`config.mk`:
```
export PLATFORM = sky130hd
export DESIGN_NAME = tdm_demux8
export DESIGN_NICKNAME = d
export VERILOG_FILES = /design/src/rtl/tdm_demux8.sv
export SDC_FILE = /design/constraint.sdc
export NUM_CORES = 1
export LEC_CHECK = 0
export BUFFER_PORTS_ARGS = -buffer_cell sky130_fd_sc_hd__buf_4
export CAP_MARGIN = 20
export CORE_MARGIN = 2
export CORE_UTILIZATION = 40
export DETAILED_ROUTE_END_ITERATION = 7
export SETUP_SLACK_MARGIN = 0.2
export SLEW_MARGIN = 20
export SYNTH_ARGS = -nofsm -noshare
export SYNTH_HDL_FRONTEND = slang
export SYNTH_SLANG_ARGS = --single-unit
```
`constraint.sdc`:
```
create_clock -name clk -period 2.25 [get_ports clk]
set_input_delay 0.225 -clock clk [delete_from_list [all_inputs] [get_ports clk]]
set_output_delay 0.225 -clock clk [all_outputs]
set_load 0.005 [all_outputs]
```
`src/rtl/tdm_demux8.sv`:
```
`default_nettype none
// ============================================================================
// Module   : tdm_demux8
// Purpose  : Receive end of a mux-based serial link. Collects one data bit per
//            valid cycle, tagged with its 3-bit select index, into an 8-bit
//            word and presents each completed word via valid/ready.
// Ports    : clk        - rising-edge clock
//            rst        - synchronous active-high reset
//            in_valid   - in_bit/in_sel carry a sample this cycle
//            in_bit     - muxed serial data bit
//            in_sel     - select index the bit was taken with
//            out        - reassembled word, out[i] = bit received with sel=i
//            out_valid  - out holds a complete, unaccepted word
//            out_ready  - consumer accepts out when out_valid && out_ready
//            busy       - a frame is partially collected
//            err        - one-cycle pulse on sequence error or overrun
// Config   : TDM_DEMUX_SEL_CHECK_EN - when defined, in_sel must match the
//            expected index; otherwise in_sel is ignored and bits fill
//            positions in arrival order.
// Revision : 1.0 - initial release
// ============================================================================
module tdm_demux8 (
  input  logic       clk,
  input  logic       rst,
  input  logic       in_valid,
  input  logic       in_bit,
  input  logic [2:0] in_sel,
  output logic [7:0] out,
  output logic       out_valid,
  input  logic       out_ready,
  output logic       busy,
  output logic       err
);

  localparam logic [0:0] ST_IDLE    = 1'b0;
  localparam logic [0:0] ST_COLLECT = 1'b1;

  logic [0:0] state_q, state_d;
  logic [2:0] cnt_q, cnt_d;
  logic [7:0] shadow_q, shadow_d;
  logic [7:0] out_q, out_d;
  logic       out_valid_q, out_valid_d;
  logic       err_q, err_d;

  logic       w_match;
  logic       w_done;
  logic [7:0] w_word;
  logic       w_seq_err;

`ifdef TDM_DEMUX_SEL_CHECK_EN
  assign w_match = (in_sel == cnt_q);
`else
  // Position comes purely from arrival order; the mismatch path below is
  // never taken in this build.
  assign w_match = 1'b1;
`endif

  // Frame collection. cnt_q is 0 whenever the FSM is idle, so the same
  // "index matches cnt" rule covers both frame start and continuation.
  always_comb begin
    state_d   = state_q;
    cnt_d     = cnt_q;
    shadow_d  = shadow_q;
    w_done    = 1'b0;
    w_word    = 8'h00;
    w_seq_err = 1'b0;
    if (in_valid) begin
      if (w_match) begin
        if (cnt_q == 3'd7) begin
          // Last bit bypasses shadow so the word is ready on this edge.
          w_done  = 1'b1;
          w_word  = {in_bit, shadow_q[6:0]};
          cnt_d   = 3'd0;
          state_d = ST_IDLE;
        end else begin
          shadow_d[cnt_q] = in_bit;
          cnt_d           = cnt_q + 3'd1;
          state_d         = ST_COLLECT;
        end
      end else begin
        w_seq_err = 1'b1;
        shadow_d  = 8'h00;
        if (in_sel == 3'd0) begin
          // A fresh frame start mid-frame: drop the partial, keep this bit.
          shadow_d[0] = in_bit;
          cnt_d       = 3'd1;
          state_d     = ST_COLLECT;
        end else begin
          cnt_d   = 3'd0;
          state_d = ST_IDLE;
        end
      end
    end
  end

  // Output word and handshake. A completing frame always loads; it is an
  // overrun only if the previous word is still pending and not accepted now.
  always_comb begin
    out_d       = out_q;
    out_valid_d = out_valid_q;
    err_d       = w_seq_err;
    if (w_done) begin
      out_d       = w_word;
      out_valid_d = 1'b1;
      if (out_valid_q && !out_ready) begin
        err_d = 1'b1;
      end
    end else if (out_valid_q && out_ready) begin
      out_valid_d = 1'b0;
    end
  end

  always_ff @(posedge clk) begin
    if (rst) begin
      state_q     <= ST_IDLE;
      cnt_q       <= 3'd0;
      shadow_q    <= 8'h00;
      out_q       <= 8'h00;
      out_valid_q <= 1'b0;
      err_q       <= 1'b0;
    end else begin
      state_q     <= state_d;
      cnt_q       <= cnt_d;
      shadow_q    <= shadow_d;
      out_q       <= out_d;
      out_valid_q <= out_valid_d;
      err_q       <= err_d;
    end
  end

  assign out       = out_q;
  assign out_valid = out_valid_q;
  assign busy      = (state_q == ST_COLLECT);
  assign err       = err_q;

endmodule
`default_nettype wire

```
* Yosys cells after proc, flatten, opt, wreduce, memory -nomap -nowiden *
Cells that the tools add are included.

word-level totals
  output and inout bits = 11
  input port bits = 8
  word-level logic and storage cells = 31
  register bits = 22

operators by class
  magnitude comparators = 2
  eq/ne operators = 1
  reductions and logical operators = 7
  $add $sub $neg = 1
  multiplexer cells = 12
  bitwise operators = 2

operators by type and width
  cell                                                                number
  2-to-1 mux 8 bit                                                    2
  bitwise mux 8 bit                                                   1
  2-to-1 mux 1 bit                                                    7
  < comparator 3 x 4 -> 1 bit (second input constant)                 1
  adder 3 x 1 -> 3 bit (second input constant)                        1
  demux 1 bit (select 3 bit)                                          1
  == test 3 bit (second input constant)                               1
  greater-or-equal comparator 3 x 1 -> 1 bit (second input constant)  1
  logical AND 1 bit                                                   3
  2-to-1 mux 3 bit                                                    1
  NOT 1 bit                                                           2
  AND reduction 2 bit                                                 1
  nonzero test 2 bit                                                  1
  OR reduction 2 bit                                                  1
  zero test 1 bit                                                     1

* Depth between registers and ports, before layout *
  depth in word-level cells = 5
  mapped depth = 5

* Worst setup path before layout *
Ideal clock, no wire load.

  kind = reg-to-reg
  start point = reg cnt_q[0]
  end point = reg shadow_q[6]
  library setup time = 0.125 ns
  setup slack = 0.899 ns
  required time = 2.125 ns
  arrival = 1.226 ns
  period minus slack after synthesis = 1.351 ns
  cell stages (with the launch flop) = 6
  cells stage by stage = dfxtp_1 -> ha_1 -> ha_1 -> nor3b_4 -> nand3_2 -> mux2i_1

between the ends
  longest elaborated chain between the ends = 5
  elaborated cells between the ends (all ways) = 9
  those cells by class = 2 x order compare; 1 x eq/ne; 3 x mux; 1 x bitwise; 2 x reduce/logical

RTL lines
  item                                                                                                             line  RTL
  from (decl)                                                                                                      39    logic [2:0] cnt_q, cnt_d;
  from (signal assigned)                                                                                           123   cnt_q <= cnt_d;
  < comparator 3 x 4 -> 1 bit (not written as such) or greater-or-equal comparator 3 x 1 -> 1 bit (tied branches)  76    shadow_d[cnt_q] = in_bit;
  logical AND 1 bit (not written as such)                                                                          76
  2-to-1 mux 1 bit (not written as such)                                                                           76
  demux 1 bit (select 3 bit)                                                                                       76
  bitwise mux 8 bit                                                                                                76
  to (signal assigned)                                                                                             124   shadow_q <= shadow_d;
  to (decl)                                                                                                        40    logic [7:0] shadow_q, shadow_d;

Parallel ways exist; a longest one is shown, timed or not.
A chain may end at the register's enable or synchronous reset.

* Worst setup path after layout *
  start point = reg cnt_q[1]
  end point = reg out_q[2] (netlist: out[2])

between the ends
  longest elaborated chain between the ends = 3
  elaborated cells between the ends (all ways) = 5
  those cells by class = 1 x eq/ne; 4 x mux

RTL lines
  item                                                  line  RTL
  == test 3 bit *                                       69    if (cnt_q == 3'd7) begin
  2-to-1 mux 8 bit or 2-to-1 mux 1 bit (tied branches)  69
  2-to-1 mux 8 bit or 2-to-1 mux 1 bit (tied branches)  67    if (in_valid) begin
  to (signal assigned)                                  125   out_q <= out_d;
  to (decl)                                             41    logic [7:0] out_q, out_d;

Mark *: on every way between the ends. The rest lies on a longest branch, timed or not.

==> impl_results.md <==
* First-pass GRT wire length at 2.346 mm
* Critical Path, Cell by Cell: ha_1 > ha_1 > nand2_2 > nor3b_4 > a22o_1
* Setup TNS at 0 ns
* Routed len/inst at 10.94 um
* DPL Wire Length at 922.4 um
* Die Area at 2482 um^2
* Gr usage total at 12.58%
* CTS root buf: clkbuf_4
* Wl on met1 at 633 um
* GP Congestion at 0.7470
* Clk_lat worst skew at 0.30 ns
* Flop2flop setup slack at 0.66 ns
* Post-synth top flop: dfxtp_1
* Multi-input combinational cell area at 400.4 um^2
* Arrival @ worst endpoint at 1.83 ns
* Num Clock Sinks at 21
* CTS buffer count at 3
* Slowest CP cell: dfxtp_1
* DRC violations left at 0
* Post-synth top area share at 50.07%
* PostCTS Resize Cnt at 0
* Ys async rst share at 0%
* Final core utilization at 50.89%
* Number of detailed-route iterations in the first pass at 2
* Initial core utilization at 42.79%
* Netlist cell types at 19
* Initial antenna violation count at 0
* Finished Layout Cells at 119
* Fin. max-slew vios at 0
* Worst Tran Pin Value at 0.4782 ns
* Vias at 556
* Layout cells sized above 1 at 26.09%
* Cell with the most instances after synthesis: dfxtp_1
* IO Pins at 19
* Post-synth EDFFs at 0
* Nets@finish at 104
* Total gr overflow at 0
* Vias in the first global route at 527
* Initial drt markers at 3
* Via density at 4.672
* Maxcap violations at 0
* H-tree depth at 1
* Final Hold Fails at 0
* Die Height at 49.82 um
* Num rows at 16
* Status: finished clean
* #FFs+latches synth at 21
* Worst Hold Class: in -> reg
* Top cells by count, synth: 21 x dfxtp_1, 9 x mux2i_1, 9 x nand2b_1, 8 x a22o_1, 6 x nand2_1
* Mapped Area at 839.6 um^2
* Clk buf depth at 2
* Overall Power at 0.6010 mW
* Placed insts at 115
* Final antenna-violating net count at 0
* Mapped Cells at 75
* Worst hold slack at 0.1417 ns
* Largest net degree at the start of global routing at 15
* Area grow syn2layout at 18.93%
* Peak supply drop at 0.4622 mV
* Hold Buf Count CTS at 0
* Finished Cell Area at 998.5 um^2
* Clk slew on worst S/H paths at 0.11 ns
* Final Worst Setup Slack at 0.6605 ns
* CP Launch Type: flop
* Top Metal Used: met4
* Sequential area share after synthesis at 50.07%
* DIE WIDTH at 49.82 um
* IO buf count at 15
* Setup Buffers After CTS at 0
* Relative slew slack at 68.12%
* Mapped Avg Cell Area at 11.19 um^2
* Ant diodes at 0
* Leakage at 0.4678 nW
* Final WL at 1.302 mm
* Largest area contributor in the netlist: dfxtp_1
* Fin crit period at 1.589 ns
* Req. time, crit path at 2.49 ns
* CP dominant cell by count: ha_1
* TritonCTS clock tree: built
* Final Skew at 0.005615 ns
* Synth top area cells: dfxtp_1 50%, mux2i_1 11%, a22o_1 8.3%
* Filler cells at 207
* Worst-path maximum fanout at 8
* Synth warn at 0
* Wire length on met2 at 585 um
* Cell area power density at 601.9 nW/um^2
* FF+latch area at 420.4 um^2
* Setup CP Type: reg -> reg
* Peak per-stage delay on the critical path at 0.44 ns
* Finish-stage setup viols at 0
* Fmax at 629.1 MHz
* Net count after synthesis at 86
* RSZ-0062 raised after global routing: false
* Met3 WL at 71 um
* Tcrit/Tclk final at 70.64%
* CP Capture Type: flop
* Pre-CTS WS at 0.6689 ns
* Core Footprint at 1962 um^2
* Dpl cell area at 970.9 um^2
==> where the power goes <==
group,switching [mW],total [mW],internal [mW]
combinational,0.0215,0.0426,0.0210
clock,0.108,0.174,0.0662
sequential,0.00614,0.385,0.379
total,0.135,0.601,0.466
==> worst paths after layout <==
kind	start	endpoint	cells past startpoint
min reg2reg	busy$_SDFFE_PP0P_	busy$_SDFFE_PP0P_	1
min	in_bit	out[7]$_SDFFE_PP0P_	2
max	cnt_q[1]$_SDFFE_PP0P_	out[2]$_SDFFE_PP0P_	5
max reg2reg	cnt_q[1]$_SDFFE_PP0P_	out[2]$_SDFFE_PP0P_	5
==> routing by layer <==
metal	vias to the layer above	GRT usage (%)
met5	-	0
met4	0	4.167
met1	247	15.91
li1	295	-
met2	12	18.89
met3	2	5.758
==> cells in the final DEF, fill, tap and decap left out, types with 2 or more instances in the layout <==
master / instances
nor2b_1: 3
buf_4: 15
ha_1: 3
a22o_1: 8
nand2b_1: 9
dfxtp_1: 21
mux2i_1: 9
nand2_1: 6
nor3b_4: 2
nor2_1: 3
a21oi_1: 2
clkbuf_4: 3
==> registers in the layout, indices dropped and copies added (netlist names) <==
name	flops
out	8
busy	1
cnt_q	3
out_valid	1
shadow_q	7
err	1
==> cells by family after synthesis <==
family                   count (synthesis)  share of synthesized area [%]
adder cells (fa/ha/maj)                  3                          4.471
flip-flops                              21                          50.07
AND/OR/NAND/NOR                         27                          21.01
AO/OA/AOI/OAI                           12                          11.48
buffers and inverters                    3                          2.235
multiplexers                             9                          10.73
==> critical path, delay by kind of cell, from the launching register on <==
family	cells	cell delay, ns
compound gates	1	0.20
flops	1	0.44
simple gates	2	0.48
fa+ha+maj	2	0.42
==> cell type report <==
class | count | area share (%)
flip-flops and latches | 21 | 42.11
multi-input cells | 51 | 40.10
repair buffers | 15 | 11.28
well taps | 27 | 3.383
clock buffers | 3 | 2.256
clock inverters | 1 | 0.5013
inverters | 1 | 0.3759
No activity file was read; power rests on OpenSTA's default activity.
